`config.mk`:
```
export PLATFORM = sky130hd
export DESIGN_NAME = rotary_quad_decoder
export DESIGN_NICKNAME = d
export VERILOG_FILES = /design/src/rtl/rotary_pkg.sv /design/src/rtl/rot_debounce.sv /design/src/rtl/rotary_quad_decoder.sv
export SDC_FILE = /design/constraint.sdc
export NUM_CORES = 1
export LEC_CHECK = 0
export ABC_CLOCK_PERIOD_IN_PS = 1700
export CAP_MARGIN = 20
export CORE_MARGIN = 5
export CORE_UTILIZATION = 40
export DETAILED_ROUTE_END_ITERATION = 6
export PLACE_DENSITY = 0.61
export SETUP_SLACK_MARGIN = 0.4
export SYNTH_ARGS = -nofsm -noshare
export SYNTH_HDL_FRONTEND = slang
export SYNTH_SLANG_ARGS = --single-unit
```
`constraint.sdc`:
```
create_clock -name clk -period 1.7 [get_ports clk]
set_clock_uncertainty 0.15 [all_clocks]
set_input_delay 0.34 -clock clk [delete_from_list [all_inputs] [get_ports clk]]
set_output_delay 0.34 -clock clk [all_outputs]
set_load 0.01 [all_outputs]
```
`src/rtl/rotary_pkg.sv`:
```
// rotary_pkg: shared quadrature FSM states and Gray-code sequence constants.
package rotary_pkg;
    typedef enum logic [2:0] {REST, CW1, CW2, CW3, CCW1, CCW2, CCW3} rot_state_t;
    localparam logic [1:0] REST_CODE = 2'b11;
    // {a,b} codes visited from REST, packed MSB-first: 11,01,00,10 and 11,10,00,01
    localparam logic [7:0] CW_SEQ = 8'b11_01_00_10;
    localparam logic [7:0] CCW_SEQ = 8'b11_10_00_01;
endpackage

```
`src/rtl/rot_debounce.sv`:
```
// rot_debounce: 2-flop synchronizer plus optional stability counter for one channel (ROT_DEBOUNCE_EN).
module rot_debounce #(
    parameter int DEB_CYCLES = 16
) (
    input  logic clk,
    input  logic rst_n,
    input  logic raw,
    output logic deb
);
    if (DEB_CYCLES < 2 || DEB_CYCLES > 65535) begin : g_range
        $error("DEB_CYCLES out of range 2..65535");
    end
    logic [1:0] sync;
    always_ff @(posedge clk)
        sync <= !rst_n ? 2'b11 : {sync[0], raw};
`ifdef ROT_DEBOUNCE_EN
    logic [15:0] cnt;
    // any return to the stable level restarts the count
    always_ff @(posedge clk)
        if (!rst_n) begin
            cnt <= '0;
            deb <= 1'b1;
        end else if (sync[1] == deb) begin
            cnt <= '0;
        end else if (cnt == 16'(DEB_CYCLES - 1)) begin
            cnt <= '0;
            deb <= sync[1];
        end else begin
            cnt <= cnt + 16'd1;
        end
`else
    assign deb = sync[1];
`endif
endmodule

```
`src/rtl/rotary_quad_decoder.sv`:
```
// rotary_quad_decoder: rotary encoder quadrature decoder with cw/ccw/err pulses.
// Debounce counters are compiled in only when ROT_DEBOUNCE_EN is defined.
module rotary_quad_decoder
    import rotary_pkg::*;
#(
    parameter int DEB_CYCLES = 16
) (
    input  logic clk,
    input  logic rst_n,
    input  logic rot_a,
    input  logic rot_b,
    output logic cw,
    output logic ccw,
    output logic err
);
    logic a, b, two, cw_n, ccw_n;
    logic [1:0] ab, ab_q;
    rot_state_t state, nxt;
    rot_debounce #(.DEB_CYCLES(DEB_CYCLES)) u_deb_a (.clk, .rst_n, .raw(rot_a), .deb(a));
    rot_debounce #(.DEB_CYCLES(DEB_CYCLES)) u_deb_b (.clk, .rst_n, .raw(rot_b), .deb(b));
    assign ab = {a, b};
    assign two = (ab ^ ab_q) == 2'b11;
    // single-bit steps move forward or back one state; anything else holds
    always_comb begin
        nxt = state;
        if (!two)
            case (state)
                REST: nxt = ab == CW_SEQ[5:4] ? CW1 : ab == CCW_SEQ[5:4] ? CCW1 : REST;
                CW1:  nxt = ab == CW_SEQ[3:2] ? CW2 : ab == REST_CODE ? REST : CW1;
                CW2:  nxt = ab == CW_SEQ[1:0] ? CW3 : ab == CW_SEQ[5:4] ? CW1 : CW2;
                CW3:  nxt = ab == REST_CODE ? REST : ab == CW_SEQ[3:2] ? CW2 : CW3;
                CCW1: nxt = ab == CCW_SEQ[3:2] ? CCW2 : ab == REST_CODE ? REST : CCW1;
                CCW2: nxt = ab == CCW_SEQ[1:0] ? CCW3 : ab == CCW_SEQ[5:4] ? CCW1 : CCW2;
                CCW3: nxt = ab == REST_CODE ? REST : ab == CCW_SEQ[3:2] ? CCW2 : CCW3;
                default: nxt = REST;
            endcase
        cw_n = state == CW3 && nxt == REST;
        ccw_n = state == CCW3 && nxt == REST;
    end
    always_ff @(posedge clk)
        if (!rst_n) begin
            state <= REST;
            ab_q <= REST_CODE;
            cw <= 1'b0;
            ccw <= 1'b0;
            err <= 1'b0;
        end else begin
            state <= nxt;
            ab_q <= ab;
            cw <= cw_n;
            ccw <= ccw_n;
            err <= two;
        end
endmodule

```
Word level (Yosys, flattened, before mapping):

Index checks and enable logic that the tools add are counted.

* reductions and logical operators: 5
* equal/unequal tests: 10
* bitwise gates (word level): 1
* muxes and demuxes: 16

Operator list (number)
* 3-bit one-hot mux with 7 select lines: 1
* 3-bit two-way mux: 6
* 2-bit two-way mux: 6
* 3-bit equality test, second input constant: 3
* 2-bit equality test, second input constant: 3
* 3-bit by 2-bit equality test with 1-bit output, second input constant: 2
* 3-bit zero test: 2
* 3-bit by 1-bit equality test with 1-bit output, second input constant: 1
* 1-bit two-way mux: 3
* 2-bit by 1-bit equality test with 1-bit output, second input constant: 1
* 1-bit logical AND: 2
* 2-bit zero test: 1
* 2-bit bitwise XOR: 1

* logic and storage cells: 39
* input bits: 4
* bits in registers: 12
* output and inout bits: 3

Longest topological paths before layout:

Gate-level depths: netlist of run 1.

* depth after elaboration: 7
* depth in mapped cells: 6
* gate-level depth less buffers: 6

By module:

From an unflattened synthesis of run 1, not the netlist that was laid out.

* cell total of the unflattened synthesis: 65
* area, all modules: 623.1 um^2

By module, submodules not included
* rotary_quad_decoder: area an instance 518.0 um^2, sequential area each 160.2 um^2, times used 1, cells each 57
* rot_debounce: area an instance 52.6 um^2, sequential area each 40.0 um^2, times used 2, cells each 4

Worst setup path after synthesis of run 1:

Ideal clock, no wire load.

* path type: reg-to-reg
* from: reg u_deb_b.sync[1]
* to: reg ccw
* clock period less this slack: 1655 ps
* required time: 1424 ps
* cell stages (with the launch flop): 7
* arrival: 1379 ps
* path buffers: 0
* library setup time: 126 ps
* path slack: 45 ps
* path through: dfxtp_1 -> inv_1 -> ha_1 -> or2b_1 -> o211a_2 -> nand3_2 -> nor3_1

* cells in the longest elaborated chain, start to end: 7
* elaborated cells on any way between the ends: 24
* classes of those cells: eq/ne: 4; mux: 16; bitwise: 1; reduce/logical: 3

Ends and longest elaborated chain
* start, declared: RTL line rot_debounce.sv:13 `logic [1:0] sync;`
* start signal, assigned: RTL line rot_debounce.sv:15 `sync <= !rst_n ? 2'b11 : {sync[0], raw};`
* 2-bit equality test (tied with other cells): RTL line rotary_quad_decoder.sv:28, rotary_quad_decoder.sv:30, rotary_quad_decoder.sv:33
* 1-bit two-way mux (tied with other cells): RTL line rotary_quad_decoder.sv:33 `CCW2: nxt = ab == CCW_SEQ[1:0] ? CCW3 : ab == CCW_SEQ[5:4] ? CCW1 : CCW2;`
* 2-bit two-way mux (tied with other cells): RTL line rotary_quad_decoder.sv:33
* 3-bit one-hot mux with 7 select lines: RTL line rotary_quad_decoder.sv:27 `case (state)`
* 3-bit two-way mux (*): RTL line rotary_quad_decoder.sv:26 `if (!two)`
* 3-bit zero test (*): RTL line rotary_quad_decoder.sv:38 `ccw_n = state == CCW3 && nxt == REST;`
* 1-bit logical AND (*): RTL line rotary_quad_decoder.sv:38
* end signal, assigned: RTL line rotary_quad_decoder.sv:51 `ccw <= ccw_n;`
* end, declared: RTL line rotary_quad_decoder.sv:13 `output logic ccw,`

Mark *: on every way between the ends. The rest lies on a longest branch, timed or not.
A chain may end at the register's enable or synchronous reset.

Worst setup path in the final report of run 1:

* from: reg u_deb_a.sync[1]
* to: reg cw

* cells in the longest elaborated chain, start to end: 7
* elaborated cells on any way between the ends: 24
* classes of those cells: eq/ne: 4; mux: 16; bitwise: 1; reduce/logical: 3

Ends and longest elaborated chain
* start, declared: RTL line rot_debounce.sv:13
* start signal, assigned: RTL line rot_debounce.sv:15
* 2-bit equality test (tied with other cells): RTL line rotary_quad_decoder.sv:28, rotary_quad_decoder.sv:30, rotary_quad_decoder.sv:33
* 1-bit two-way mux (tied with other cells): RTL line rotary_quad_decoder.sv:33
* 2-bit two-way mux (tied with other cells): RTL line rotary_quad_decoder.sv:33
* 3-bit one-hot mux with 7 select lines: RTL line rotary_quad_decoder.sv:27
* 3-bit two-way mux (*): RTL line rotary_quad_decoder.sv:26
* 3-bit zero test (*): RTL line rotary_quad_decoder.sv:37 `cw_n = state == CW3 && nxt == REST;`
* 1-bit logical AND (*): RTL line rotary_quad_decoder.sv:37
* end signal, assigned: RTL line rotary_quad_decoder.sv:50 `cw <= cw_n;`
* end, declared: RTL line rotary_quad_decoder.sv:12 `output logic cw,`

Marked as above.

==> impl_metrics.tcl, run 1 <==
set metrics [dict create \
    grt_antenna_before_repair 0 \
    rsz0062_at_grt "yes" \
    clkTransAtPathRegs_ns 0.07 \
    p_comb_share_pct 17.1 \
    numCtsBuffers 3 \
    numPortBuffers 6 \
    worst_pin_slew_ns 0.284 \
    ant_nets 0 \
    postSynthCellCount 70 \
    ys_seq_area_share_pct 37.4 \
    clock_sinks 12 \
    p_sw_mw 0.150 \
    crit_required_ns 1.71 \
    path_cells "inv_6, ha_4, or4b_4, o211a_4, nand3_2, nor4_2" \
    placed_cells 92 \
    drc 0 \
    max_stage_delay_ns 0.45 \
    setup-violations-final 0 \
    cp_slowest_cell "or4b_4" \
    p_leak_nw 0.359 \
    area_growth_pct 42.6 \
    synth_area_um2 643 \
    whs_ns 0.266 \
    ys_types 29 \
    grt_pass1_wl_mm 2.33 \
    nNetsFinal 99 \
    status "completed" \
    path_max_fanout 5 \
    drv_cap 0 \
    cp.arrival_ns 1.59 \
    synthesis.nets 80 \
    finalCritPeriodShare_pct 93.4 \
    clkLatencyLatePin_ns 0.27 \
    grt_util_all_layers_pct 11.9 \
    io_pins 7 \
    synth_area_per_cell_um2 9.19 \
    ys_ff_latch 12 \
    die_y_um 50.1 \
    routed_wl_mm 1.35 \
    gp_congestion 0.795 \
    hold_path.class "reg2reg" \
    wl_per_cell_um 12.9 \
    grt_overflow 0 \
    first_global_vias 541 \
    tritoncts "done" \
    setup_tns_ns 0 \
    yosys_warnings 0 \
    initial_utilization_pct 42.2 \
    dieArea_mm2 0.00251 \
    drtIter0Drc 38 \
    num_rows 14 \
    drive_gt1_share_pct 44.3 \
    drtPass1Iterations 4 \
    grt_max_degree 11 \
    power.density_mw_per_mm2 634 \
    seq_power_share_pct 51.5 \
    cp-end-kind "flop" \
    clk_path_buf_depth 2 \
    max-vdd-ir-drop_v 0.000425 \
    start_kind "flop" \
    fmax_mhz 630 \
    die_width_um 50.1 \
    core_mm2 0.00152 \
    final_util_pct 60.2 \
    fillers 131 \
    root_buffer "clkbuf_4" \
    p_sw_share_pct 25.7 \
    power.internal_mw 0.432 \
    viasPerCell 5.22 \
    place_area_um2 782 \
    final_area_um2 917 \
    timing.final.crit_period_ns 1.59 \
    htree_levels 1 \
    hpwl_um 913 \
    slew_headroom_pct 81.0 \
    finalMaxSlewViolations 0 \
    n_antenna_cell 0 \
    dr_total_vias 543 \
    path_class "reg2reg" \
    p_clk_share_pct 31.4 \
    finalHoldViolations 0 \
    cts_hold_buffers 0 \
    final_cells 104 \
]
per-layer routing:
metal  global-route usage (%)  routed length, um
met3                     3.61                 62
met1                     14.7                647
met2                     18.4                624
met4                     5.68                 10
met5                        0                  0
state kept, by name (all words and copies together), names as in the netlist:
name	flops
u_deb_a.sync	2
state	3
cw	1
u_deb_b.sync	2
ab_q	2
ccw	1
err	1
cell type report:
cell class / count / area (um2) / area share, %
Multi-Input combinational cell: 49 / 462 / 50.3
Inverter: 5 / 26.3 / 2.86
Sequential cell: 12 / 248 / 27.0
Timing Repair Buffer: 18 / 135 / 14.7
Tap cell: 16 / 20.0 / 2.18
Clock buffer: 4 / 26.3 / 2.86
cells by family (layout without fill, tap and decap cells):
| logic type | Yosys count | after routing | share of synthesized area, % |
|---|---|---|---|
| AO/OA/AOI/OAI | 12 | 12 | 14.4 |
| adder cells (fa/ha/maj) | 6 | 6 | 11.7 |
| flip-flops | 12 | 12 | 37.4 |
| XOR/XNOR | 2 | 2 | 2.72 |
| AND/OR/NAND/NOR | 29 | 29 | 27.4 |
| buffers and inverters | 9 | 27 | 6.42 |
critical path, delay by kind of cell, from the launching register on:
kind            cells  cell delay (ns)
fa+ha+maj           1             0.13
buf+inv             1             0.08
compound gates      1             0.16
flops               1             0.36
simple gates        3             0.58
metrics by stage:
step	total power [mW]	setup WS (ns)
after floorplan	0.361	0.174
after global placement	0.383	0.125
after detailed placement	0.384	0.104
after CTS	0.581	0.111
after global routing	0.620	0.0600
final	0.582	0.112
layout by cell type, fill, tap and decap left out, types with 2 or more instances in the layout:
master	netlist	layout
buf_4	1	12
a32oi_2	1	2
nor2_1	3	2
ha_4	0	2
nor2b_1	6	6
nand2_1	7	6
nand2b_1	4	4
clkdlybuf4s50_1	0	3
buf_2	3	2
clkbuf_4	0	3
a21oi_1	2	2
ha_1	6	3
xor2_4	0	2
dfxtp_4	0	2
inv_1	5	3
dfxtp_1	12	10
synth_stat cells:
| library cell | n | area [um2] |
|---|---|---|
| dfxtp_1 | 12 | 240 |
| nand2_1 | 7 | 26.3 |
| ha_1 | 6 | 75.1 |
| nor2b_1 | 6 | 37.5 |
| inv_1 | 5 | 18.8 |
| nand2b_1 | 4 | 25.0 |
| buf_2 | 3 | 15.0 |
| nor2_1 | 3 | 11.3 |
| a21oi_1 | 2 | 10.0 |
| o21ai_1 | 2 | 10.0 |
| xor2_1 | 2 | 17.5 |
| a21oi_2 | 1 | 8.76 |
| a31oi_1 | 1 | 6.26 |
| a32oi_1 | 1 | 8.76 |
| a32oi_2 | 1 | 16.3 |
| and2b_4 | 1 | 10.0 |
| buf_4 | 1 | 7.51 |
| nand3_1 | 1 | 5.00 |
| nand3_2 | 1 | 10.0 |
| nand3b_1 | 1 | 7.51 |
| nand4b_1 | 1 | 8.76 |
| nor3_1 | 1 | 5.00 |
| nor4_2 | 1 | 12.5 |
| o211a_2 | 1 | 10.0 |
| o21ai_0 | 1 | 5.00 |
| o2bb2ai_1 | 1 | 8.76 |
| o32ai_1 | 1 | 8.76 |
| or2b_1 | 1 | 7.51 |
| or4b_1 | 1 | 10.0 |
power groups by stage:
stage | Clock [mW] | Combinational (mW) | Sequential (mW)
final | 0.183 | 0.0993 | 0.300
after floorplan | 0 | 0.0599 | 0.302
after global placement | 0 | 0.0775 | 0.306
after detailed placement | 0 | 0.0786 | 0.306
after CTS | 0.188 | 0.0944 | 0.299
after global routing | 0.211 | 0.107 | 0.302
repair_timing:
action	4_1_cts	5_1_grt
setup buffers	5	3
resized for setup	14	7
pin swaps	2	4
endpoints found under the setup margin	8	9
final timing paths:
check                                startpoint         endpoint  slack (ns)  cells past startpoint
worst max-delay path            u_deb_a.sync[1]               cw        0.11                      6
worst min-delay path            u_deb_b.sync[0]  u_deb_b.sync[1]        0.27                      1
worst max register to register  u_deb_a.sync[1]               cw        0.11                      6
worst min register to register  u_deb_b.sync[0]  u_deb_b.sync[1]        0.27                      1
No activity file was read; power rests on OpenSTA's default activity.
==> inputs of run 2 (changes only) <==
CTS_CLUSTER_SIZE = 25   (was unset)
==> results of run 2 <==
The final DEF is identical to that of run 1; final timing and power are the same.
==> inputs of run 3 (changes only) <==
CELL_PAD_IN_SITES_DETAIL_PLACEMENT = 0   (was unset)
CELL_PAD_IN_SITES_GLOBAL_PLACEMENT = 1   (was unset)
CORE_UTILIZATION = 36   (was 40)
PLACE_DENSITY = 0.7   (was 0.61)
==> impl_metrics.tcl, run 3 (synthesized netlist as in run 1, its figures left out) <==
set metrics [dict create \
    status "completed" \
    first_global_vias 515 \
    numCtsBuffers 3 \
    crit_required_ns 1.70 \
    p_leak_nw 0.340 \
    hpwl_um 916 \
    layout_commonest_cell "dfxtp_1" \
    io_pins 7 \
    routed_wl_mm 1.25 \
    grt_pass1_wl_mm 2.29 \
    initial_utilization_pct 37.7 \
    drv_cap 0 \
    place_area_um2 793 \
    grt_util_all_layers_pct 11.5 \
    grt_overflow 0 \
    num_rows 15 \
    setup_slack_ns 0.114 \
    worst_pin_slew_ns 0.298 \
    place_ws_ns 0.0952 \
    hold_path.class "reg2reg" \
    drtPass1Iterations 2 \
    dieArea_mm2 0.00273 \
    clkLatencyLatePin_ns 0.27 \
    timing.final.crit_period_ns 1.59 \
    final_util_pct 52.1 \
    n_antenna_cell 0 \
    path_class "reg2reg" \
    die_y_um 52.3 \
    hp-start "u_deb_a.sync[0]" \
    htree_levels 1 \
    drive_gt1_share_pct 37.3 \
    finalHoldViolations 0 \
    gp_congestion 0.804 \
    tritoncts "done" \
    wl_per_cell_um 11.5 \
    dr_total_vias 492 \
    finalMaxSlewViolations 0 \
    cp-end-kind "flop" \
    largest-register "state" \
    rsz0062_at_grt "yes" \
    reg2reg_setup_slack_ns 0.11 \
    nNetsFinal 94 \
    finalCritPeriodShare_pct 93.3 \
    viasPerCell 4.56 \
    largest_reg_flops 3 \
    die_width_um 52.3 \
    clkTransAtPathRegs_ns 0.07 \
    most-common-layout-cells "dfxtp_1 (10), buf_4 (7), nand2_1 (6), nor2b_1 (6), nand2b_1 (4)" \
    critPathLaunch "u_deb_a.sync[1]" \
    cp.arrival_ns 1.59 \
    numPortBuffers 6 \
    area_growth_pct 38.3 \
    ant_nets 0 \
    start_kind "flop" \
    grt_max_degree 11 \
    drtIter0Drc 9 \
    slew_headroom_pct 80.1 \
    final_area_um2 890 \
    power.density_mw_per_mm2 684 \
    grt_antenna_before_repair 0 \
    root_buffer "clkbuf_4" \
    whs_ns 0.267 \
    path_max_fanout 5 \
    setup-violations-final 0 \
    clk_path_buf_depth 2 \
    core_mm2 0.00171 \
    max-vdd-ir-drop_v 0.000456 \
    setup_tns_ns 0 \
    drc 0 \
    fmax_mhz 631 \
    clock_sinks 12 \
    r2r_start "u_deb_a.sync[1]" \
]
## run 3: changes by cell type in the layout (fill, tap and decap cells not counted), sizes merged
cell | before | now
buf | 14 | 9
## run 3: worst paths after layout
check | to | depth (start not counted)
max | ccw | 6
min reg2reg | u_deb_a.sync[1] | 1
max reg2reg | ccw | 6
min | u_deb_a.sync[1] | 1
## run 3: power by group
group	internal (mW)	total, mW	switching [mW]	leakage (nW)
logic	0.0477	0.0910	0.0434	0.221
clock network	0.130	0.218	0.0883	0.0210
registers	0.289	0.299	0.0107	0.0981
## run 3: through the flow
| stage | std cells | power, mW |
|---|---|---|
| 2_1_floorplan | 70 | 0.361 |
| 3_3_place_gp | 101 | 0.385 |
| 6_report | 108 | 0.609 |
| 3_5_place_dp | 101 | 0.385 |
| 5_1_grt | 108 | 0.644 |
| 4_1_cts | 108 | 0.614 |
## run 3: timing repair
| action | CTS | global route |
|---|---|---|
| setup buffers | 3 | 0 |
| hold buffers | 0 | 0 |
| resized for setup | 12 | 6 |
| endpoints found under the setup margin | 8 | 8 |
| pin swaps | 3 | 2 |
## run 3: cell type report
cell class	count	area [um2]
tap	25	31.3
clock buffer	4	36.3
timing repair buffer	13	97.6
fill	161	818
inverter	5	26.3
sequential	12	248
multi-input combinational	49	450
## run 3: critical path, cell delays in order, from the launching register on
cell     delay, ns
dfxtp_4       0.36
inv_6         0.08
ha_4          0.13
or4b_4        0.46
o211a_4       0.16
nand3_2       0.08
nor3_1        0.05
## run 3: metal layers
metal	vias to the layer above	GRT usage, %	share of wire [%]
li1	262	-	-
met1	219	12.3	47
met2	11	19.5	47
met3	0	5.41	5.9
met4	0	4.26	0
met5	-	0	0
